File: config.mk
export PLATFORM = sky130hd
export DESIGN_NAME = writeback_stage
export DESIGN_NICKNAME = d
export VERILOG_FILES = /design/src/rtl/writeback_stage.sv
export SDC_FILE = /design/constraint.sdc
export NUM_CORES = 1
export LEC_CHECK = 0
export ABC_AREA = 0
export ABC_CLOCK_PERIOD_IN_PS = 2150
export BUFFER_PORTS_ARGS = -buffer_cell sky130_fd_sc_hd__buf_2
export CAP_MARGIN = 15
export CORE_AREA = 2 2 163 165
export DETAILED_ROUTE_END_ITERATION = 12
export DIE_AREA = 0 0 165 167
export SLEW_MARGIN = 10
export SYNTH_ARGS = -nofsm -noshare
export SYNTH_HDL_FRONTEND = slang
export SYNTH_SLANG_ARGS = --single-unit
File: constraint.sdc
create_clock -name i_clock -period 2.15 [get_ports i_clock]
set_input_delay 0.215 -clock i_clock [delete_from_list [all_inputs] [get_ports i_clock]]
set_output_delay 0.215 -clock i_clock [all_outputs]
set_load 0.005 [all_outputs]
File: src/rtl/writeback_stage.sv
`default_nettype none
// ============================================================================
// Module   : writeback_stage
// Brief    : MEM/WB boundary register, write-back select, halt FSM and
//            retired/cycle counters for the debug unit.
// Revision : 1.0
// ============================================================================
module writeback_stage #(
    parameter int NB_DATA  = 32,
    parameter int NB_PC    = 32,
    parameter int NB_REG   = 5,
    parameter int NB_CNT   = 32,
    parameter int LAST_REG = 31
) (
    input  logic               i_clock,
    input  logic               i_reset,
    input  logic               i_enable,
    input  logic               i_valid,
    input  logic [NB_DATA-1:0] i_mem_data,
    input  logic [NB_DATA-1:0] i_alu_result,
    input  logic [NB_REG-1:0]  i_selected_reg,
    input  logic               i_reg_write,
    input  logic               i_mem_to_reg,
    input  logic               i_last_register_ctrl,
    input  logic [NB_PC-1:0]   i_pc,
    input  logic               i_halt,
    output logic [NB_DATA-1:0] o_wb_data,
    output logic [NB_REG-1:0]  o_wb_reg,
    output logic               o_wb_write,
    output logic               o_halt,
    output logic [NB_CNT-1:0]  o_retired,
    output logic [NB_CNT-1:0]  o_cycles
);

    localparam logic [0:0]        c_st_run    = 1'b0;
    localparam logic [0:0]        c_st_halted = 1'b1;
    localparam logic [NB_REG-1:0] c_last_reg  = NB_REG'(LAST_REG);
    localparam logic [NB_CNT-1:0] c_cnt_max   = '1;

    logic [0:0]         r_state;
    logic [0:0]         w_state_next;
    logic               w_capture;

    logic               r_valid;
    logic               r_reg_write;
    logic               r_mem_to_reg;
    logic               r_last_reg_ctrl;
    logic               r_halt;
    logic [NB_DATA-1:0] r_mem_data;
    logic [NB_DATA-1:0] r_alu_result;
    logic [NB_REG-1:0]  r_selected_reg;
    logic [NB_PC-1:0]   r_pc;

    logic [NB_CNT-1:0]  r_retired;
    logic [NB_CNT-1:0]  r_cycles;

    logic [NB_DATA-1:0] w_wb_data;
    logic [NB_REG-1:0]  w_wb_reg;

    assign w_capture = i_enable && (r_state == c_st_run);

    // ------------------------------------------------------------------
    // Halt FSM: state register / next-state / outputs
    // ------------------------------------------------------------------
    always_ff @(posedge i_clock) begin
        if (!i_reset) begin
            r_state <= c_st_run;
        end else begin
            r_state <= w_state_next;
        end
    end

    always_comb begin
        w_state_next = r_state;
        case (r_state)
            c_st_run: begin
                if (i_enable && i_valid && i_halt) begin
                    w_state_next = c_st_halted;
                end
            end
            c_st_halted: begin
                w_state_next = c_st_halted;
            end
            default: begin
                w_state_next = c_st_run;
            end
        endcase
    end

    // HALTED also blocks the HALT instruction's own write from reaching the bank
    always_comb begin
        o_halt     = 1'b0;
        o_wb_write = 1'b0;
        case (r_state)
            c_st_run: begin
                o_wb_write = r_valid && r_reg_write && (w_wb_reg != '0);
            end
            c_st_halted: begin
                o_halt = 1'b1;
            end
            default: begin
                o_halt     = 1'b0;
                o_wb_write = 1'b0;
            end
        endcase
    end

    // ------------------------------------------------------------------
    // MEM/WB boundary register
    // ------------------------------------------------------------------
    always_ff @(posedge i_clock) begin
        if (!i_reset) begin
            r_valid         <= 1'b0;
            r_reg_write     <= 1'b0;
            r_mem_to_reg    <= 1'b0;
            r_last_reg_ctrl <= 1'b0;
            r_halt          <= 1'b0;
            r_mem_data      <= '0;
            r_alu_result    <= '0;
            r_selected_reg  <= '0;
            r_pc            <= '0;
        end else if (w_capture) begin
            r_valid         <= i_valid;
            r_reg_write     <= i_reg_write;
            r_mem_to_reg    <= i_mem_to_reg;
            r_last_reg_ctrl <= i_last_register_ctrl;
            r_halt          <= i_halt;
            r_mem_data      <= i_mem_data;
            r_alu_result    <= i_alu_result;
            r_selected_reg  <= i_selected_reg;
            r_pc            <= i_pc;
        end
    end

    // Link-register writes take priority over the load/ALU select
    always_comb begin
        w_wb_data = r_alu_result;
        w_wb_reg  = r_selected_reg;
        if (r_last_reg_ctrl) begin
            w_wb_data = NB_DATA'(r_pc);
            w_wb_reg  = c_last_reg;
        end else if (r_mem_to_reg) begin
            w_wb_data = r_mem_data;
        end
    end

    assign o_wb_data = w_wb_data;
    assign o_wb_reg  = w_wb_reg;

    // ------------------------------------------------------------------
    // Saturating debug counters; frozen whenever no capture happens
    // ------------------------------------------------------------------
    always_ff @(posedge i_clock) begin
        if (!i_reset) begin
            r_retired <= '0;
            r_cycles  <= '0;
        end else if (w_capture) begin
            if (r_cycles != c_cnt_max) begin
                r_cycles <= r_cycles + 1'b1;
            end
            if (i_valid && (r_retired != c_cnt_max)) begin
                r_retired <= r_retired + 1'b1;
            end
        end
    end

    assign o_retired = r_retired;
    assign o_cycles  = r_cycles;

endmodule
`default_nettype wire

Yosys cells after proc, flatten, opt, wreduce, memory -nomap -nowiden --
Index checks and enable logic that the tools add are counted.
Storage, ports and cells: flip-flop bits (word level) 170, bits in latches 0, memory bits (writable) 0, bits in read-only memories 0, input bits 109, output and inout bits 103, logic and storage cells 32, memories kept 0
Operators by class: add/subtract/negate cells 2, multiply operators 0, div/mod/pow operators 0, magnitude comparators 0, equal/unequal tests 2, shift-type cells 0, multiplexer cells 7, bitwise logic cells 1, reduce and logical (&&, ||, !) cells 9
Operators by type and width (count):
- 32-bit by 1-bit adder with 32-bit output (second input constant) | 2
- 32-bit two-way mux | 2
- 32-bit != test (second input constant) | 2
- 1-bit logical AND | 6
- 5-bit two-way mux | 1
- 5-bit nonzero test | 1
- 2-bit AND reduction | 2
- 1-bit two-way mux | 3
- 1-bit one-hot mux with 2 select lines | 1
- 1-bit NOT | 1

Longest topological paths before layout --
Gate-level depths: netlist of the first run.
depth after elaboration 4, gate-level depth with buffers 8, mapped depth without buffers 6

Least setup slack after synthesis of the first run --
OpenSTA, ideal clock, no wires.
kind register to register, start reg r_cycles[14], in the netlist o_cycles[14], end reg r_cycles[0], in the netlist o_cycles[0], library setup time 0.128 ns, arrival time 1.804 ns, data required time 2.022 ns, slack 0.218 ns, cell stages (with the launch flop) 8, buffers on the path 2, period minus slack after synthesis 1.932 ns, cell sequence dfxtp_1 > nand2_1 > or4_4 > o31ai_4 > buf_6 > buf_12 > xor2_1 > nor2_1
On the way: longest elaborated chain between the ends 2
RTL lines:
- start: declaration | line 55 | logic [NB_CNT-1:0] r_cycles;
- start signal: assignment | line 159 | r_cycles <= r_cycles + 1'b1;
- 32-bit != test | line 158 | if (r_cycles != c_cnt_max) begin
- 2-bit AND reduction (no source line)
No other way between the ends. A chain may end at the register's enable or synchronous reset.

Worst setup path in the final report of the first run --
start reg r_mem_to_reg, end out o_wb_data[21]
On the way: longest elaborated chain between the ends 2
RTL lines:
- start: declaration | line 46 | logic r_mem_to_reg;
- start signal: assignment | line 125 | r_mem_to_reg <= i_mem_to_reg;
- 32-bit two-way mux | line 142 | end else if (r_mem_to_reg) begin
- 32-bit two-way mux | line 139 | if (r_last_reg_ctrl) begin
- end: declaration | line 27 | output logic [NB_DATA-1:0] o_wb_data,
No other way between the ends.

==> results.md, run 1 <==
* Net count, final at 1,279
* CP required at 1.93 ns
* Pwr/cell area at 723 nW/µm²
* Slew Limit Headroom at 62.7%
* Leakage at 3.89 nW
* Fraction of layout cells with a size suffix above 1 at 28.1%
* Setup tns final at 0 ns
* Cell row count at 59
* Skew final at 0.0107 ns
* Initial Util at 29.5%
* First-pass GRT wire length at 35,400 µm
* Vias in the first global route at 6,907
* Placed cell count at 1,481
* Synth top area cells: dfxtp_1 45%, nand2_1 13%, a21oi_1 8.7%
* DRC viols at 0
* Yosys top cell area share at 44.7%
* Clock Tree Root: clkbuf_16
* Post-Synth Adder-Cell Area at 0.329%
* Complex-gate fraction of the synthesized area at 19.6%
* Syn. warnings at 0
* Area occupied by registers at 3410 µm²
* Antenna violations before repair at 5
* Mux share of post-synthesis cell area at 4.47%
* Maximum VDD drop at 0.389 mV
* Largest net degree at the start of global routing at 105
* Startpoint types: flop
* 1st-iter DRT viols at 407
* Clk sinks at 170
* Max stage delay on crit path at 0.60 ns
* Finished Layout Cells at 1,519
* Post-Synth XOR/XNOR Area at 0.805%
* Simple-Gate Fraction of Synth Area at 25.8%
* Grt ovf at 0
* TritonCTS clock tree: done
* Family with the most delay on the worst path: flip-flops
* DRT Pass-1 Iters at 7
* Area taken by multi-input logic gates at 3920 µm²
* Ys async rst share at 0%
* Die width at 165 µm
* Critical-path top delay cell: dfxtp_2
* RSZ-0062 raised after global routing: no
* Clk slew on worst S/H paths at 0.08 ns
* Crit end category: output pin
* Top FF cell, synth: dfxtp_1
* Wire length per cell at 14.7 µm
* Sequential share of the synthesized area at 44.7%
* Synth Register Bits at 170
* Final period utilization at 92.9%
* Via Count at 7,444
* Placer Congestion at 0.801
* Pins Over Slew Limit at 0
* Max-Cap Viols at 0
* Vias per cell at 4.90
* Leading area contributor after synthesis: dfxtp_1
* Worst skew pair latency at 0.42 ns
* IO Pins at 212
* Total GRT Usage at 15.9%
* Worst path bufs/invs at 2
* TritonCTS Buffers at 17
* Top-count cell post-synth: nand2_1
* Final min period at 2.00 ns
* Post-CTS Hold Buffers at 0
* Syn nets at 1,072
* Post-synth cell types at 53
* Final Setup Violations at 0
* IO buf count at 211
* Largest family of logic cells by synthesized area: simple AND/OR/NAND/NOR gates
* Clock H-tree levels at 4
* Peak Freq at 0.501 GHz
* Status: completed
* Final ANT Viol Nets at 0
* HP Class: primary input to flop
* Avg Cell Area, Syn at 7.92 µm²
* Die area at 27,600 µm²
* Worst Tran Pin Value at 0.559 ns
* Die H at 167 µm
* CP Max Fanout at 11
* Area growth from synthesis to final layout at 29.0%
* Cells along the critical path: buf_4, mux2i_1, o21ai_0, buf_2
* HPWL after detailed placement at 15,500 µm
* Routed WL at 22,300 µm
* Post-synthesis cell count at 961
* Core ar. at 25,800 µm²
* Final hold vios at 0
* Fillers at 2,719
* Post-place setup slack at 0.160 ns
* Commonest cells post-synth: 271 x nand2_1, 170 x dfxtp_1, 133 x a21oi_1, 46 x clkbuf_1, 42 x o21ai_0
* Final worst setup slack at 0.154 ns
* Arr. time, crit path at 1.78 ns
* CP Class: flop to output pin
* Number of synthesized flops with an enable pin at 0
* CTS Buffer Depth at 2
* Post-Syn Area at 7610 µm²
## per-layer routing
metal | global-route usage (%) | wire, µm
met5 | 0 | 30
met4 | 3.82 | 197
met3 | 4.63 | 1440
met2 | 25.4 | 10200
met1 | 21.2 | 10500
## cell type report
type | instances | share of cell area, %
clock inverters | 15 | 1.59
diodes | 3 | 0.0765
inverters | 11 | 0.472
clock buffers | 17 | 4.33
repair buffers | 251 | 14.6
multi-input cells | 717 | 40.0
well taps | 335 | 4.27
flip-flops and latches | 170 | 34.7
## worst min-delay path: cells and delay by family
family	cells	cell delay, ns
buffers and inverters	1	0.10
and+or+nand+nor	1	0.04
AOI/OAI and AO/OA	1	0.05
## logic make-up (layout without fill, tap and decap cells)
| logic type | count (synthesis) | in the layout |
|---|---|---|
| buf+inv | 74 | 294 |
| other cells | 0 | 3 |
| flops | 170 | 170 |
| xor+xnor | 7 | 7 |
| mux | 34 | 34 |
| simple gates | 422 | 422 |
| compound gates | 252 | 252 |
| fa+ha+maj | 2 | 2 |
## placed cells by master, fill, tap and decap left out, types with 10 or more instances in the layout
master,n
a21oi_1,133
a21oi_2,17
buf_2,211
buf_4,34
clkbuf_16,17
dfxtp_1,167
inv_1,10
mux2i_1,34
nand2_1,271
nand3_1,26
nand4_1,14
nor2_1,16
o21ai_0,42
o21ai_1,13
o31ai_1,16
or3_1,29
or4_1,17
## timing repair
item / CTS / global route
resized for setup: 0 / 5
setup endpoints to repair: 0 / 11
buffers inserted: 0 / 3
## path summary, 6_finish.rpt
kind	end	start	slack, ns	depth (start not counted)
max	o_wb_data[21]	r_mem_to_reg	0.15	4
min	r_pc[11]	i_pc[11]	0.03	3
max reg2reg	o_cycles[19]	o_cycles[3]	0.18	5
min reg2reg	r_alu_result[27]	r_alu_result[27]	0.45	2
## power by group
group          leakage, nW  switching [W]  total, W  internal, W
Clock                0.279        0.00149   0.00304      0.00155
Sequential            1.39      0.0000687   0.00334      0.00327
Combinational         2.22       0.000414  0.000709     0.000295
Total                 3.89        0.00197   0.00709      0.00512
## per-stage QoR
stage                     total power (W)  area (µm²)  hold WS (ns)  utilization [%]
after floorplan                   0.00380        7610         0.351                -
after global placement            0.00413        9180         0.441             35.6
after detailed placement          0.00414        9180         0.446             35.6
after CTS                         0.00721        9760       0.00372             37.9
after global routing              0.00745        9810       0.00240             38.1
final                             0.00709        9820        0.0269             38.1
Note: power is estimated with default switching activity, not from simulation.
==> run 2, diff against run 1 <==
--- a/config.mk
+++ b/config.mk
@@ -12,6 +12,7 @@
 export CORE_AREA = 2 2 163 165
 export DETAILED_ROUTE_END_ITERATION = 12
 export DIE_AREA = 0 0 165 167
+export REMOVE_ABC_BUFFERS = 1
 export SLEW_MARGIN = 10
 export SYNTH_ARGS = -nofsm -noshare
 export SYNTH_HDL_FRONTEND = slang
==> results.md, run 2 (synthesis results as in run 1) <==
* Final period utilization at 93.1%
* CP Max Fanout at 8
* Switch share at 26.0%
* Placer Congestion at 0.793
* 1st-iter DRT viols at 412
* Clk sinks at 170
* Grt ovf at 0
* Die area at 27,600 µm²
* Antenna cell count at 0
* Routed WL at 21,800 µm
* Die width at 165 µm
* First-pass GRT wire length at 34,200 µm
* Status: completed
* Most frequent cells in the layout: 271 x nand2_1, 211 x buf_2, 168 x dfxtp_1
* Leakage at 3.95 nW
* Met2 usage at 25.3%
* Largest net degree at the start of global routing at 105
* Clk slew on worst S/H paths at 0.07 ns
* DP Area at 9240 µm²
* IO Pins at 212
* TritonCTS Buffers at 17
* GR Util met1 at 19.4%
* Worst skew pair latency at 0.43 ns
* Core ar. at 25,800 µm²
* Post-place setup slack at 0.166 ns
* Arr. time, crit path at 2.29 ns
* IO buf count at 211
* Clock H-tree levels at 4
* Crit end category: flop
* Maximum VDD drop at 0.543 mV
* Slew Limit Headroom at 57.7%
* Vias per cell at 4.84
* Hold Slack at 0.0245 ns
* Area growth from synthesis to final layout at 30.1%
* Total power at 0.00723 W
* CP required at 2.44 ns
* Clock power share at 44.2%
* Worst Tran Pin Value at 0.631 ns
* Skew final at 0.0111 ns
* Via Count at 7,399
* Pins Over Slew Limit at 0
* Pint at 0.00535 W
* Total GRT Usage at 15.2%
* Area occupied by registers at 3410 µm²
* DRC viols at 0
* Combinational Power Share at 9.5%
* Final hold vios at 0
* Psw at 0.00188 W
* Initial Util at 29.5%
* Fillers at 2,737
* Cell row count at 59
* M3 GR Usage at 4.33%
* Final min period at 2.00 ns
* Peak Freq at 0.499 GHz
* Design Area, Final at 9900 µm²
* HPWL after detailed placement at 15,200 µm
* Antenna violations before repair at 0
* CP Class: flop to flop
* Final Setup Violations at 0
* Pwr/cell area at 730 nW/µm²
* Net count, final at 1,293
* Most common cell after layout, fill and taps aside: nand2_1
* Final worst setup slack at 0.148 ns
* Startpoint types: flop
* CTS Buffer Depth at 2
* Clock Tree Root: clkbuf_16
* DRT Pass-1 Iters at 5
* Wire length per cell at 14.3 µm
* HP Class: primary input to flop
* Busiest grt layer: met2
* Vias in the first global route at 6,769
* TritonCTS clock tree: done
* Max-Cap Viols at 0
* Fraction of layout cells with a size suffix above 1 at 28.5%
* Die H at 167 µm
* Area taken by multi-input logic gates at 3910 µm²
* Sequential group share of total power at 46.3%
* Final ANT Viol Nets at 0
[run 2: cell types whose count changed in the layout (fill, tap and decap cells not counted), sizes merged]
cell         change
diode            -3
clkinvlp         -2
dlygate4sd3      +3
bufinv           +2
clkbuf           +2
clkinv           -2
buf             +11
[run 2: area by class of cell]
type / instances / share of cell area (%)
clock buffers: 19 / 4.47
clock inverters: 13 / 1.59
inverters: 11 / 0.467
multi-input cells: 717 / 39.5
flip-flops and latches: 170 / 34.4
well taps: 335 / 4.23
repair buffers: 265 / 15.3
[run 2: stage by stage]
step	utilization, %	setup TNS, ns	instances
6_report	38.4	0	1530
5_1_grt	38.4	-0.0298	1530
4_1_cts	38.3	0	1527
3_5_place_dp	35.9	0	1492
3_3_place_gp	35.9	0	1492
2_1_floorplan	-	-329.08	898
[run 2: per-layer routing]
| metal | routed length, µm | up-vias |
|---|---|---|
| li1 | - | 3792 |
| met3 | 1400 | 19 |
| met1 | 9870 | 3413 |
| met4 | 314 | 0 |
| met5 | 0 | - |
| met2 | 10200 | 175 |
[run 2: critical path: stages, from the launching register on]
cell and delay (ns):
dfxtp_1 0.40, nand4_2 0.21, or3_4 0.48, o31ai_2 0.39
buf_4 0.23, or3_1 0.11, a21oi_1 0.06
[run 2: power groups by stage]
stage          logic, W  clock network [W]  registers [W]
2_1_floorplan  0.000352                  0        0.00342
3_3_place_gp   0.000689                  0        0.00342
3_5_place_dp   0.000697                  0        0.00342
4_1_cts        0.000703            0.00331        0.00335
5_1_grt        0.000774            0.00344        0.00337
6_report       0.000689            0.00320        0.00335
[run 2: timing repair]
item,CTS,global route
setup buffers,0,3
setup endpoints to repair,0,17
resized for setup,0,3
hold buffers,3,0
hold endpoints to repair,3,0
[run 2: worst paths after layout]
kind / from / endpoint / slack [ns] / depth (start not counted)
setup / recovery: o_retired[4] / o_retired[13] / 0.15 / 6
hold / removal: i_mem_data[1] / r_mem_data[1] / 0.02 / 3
setup reg to reg: o_retired[4] / o_retired[13] / 0.15 / 6
hold reg to reg: r_selected_reg[0] / r_selected_reg[0] / 0.45 / 2
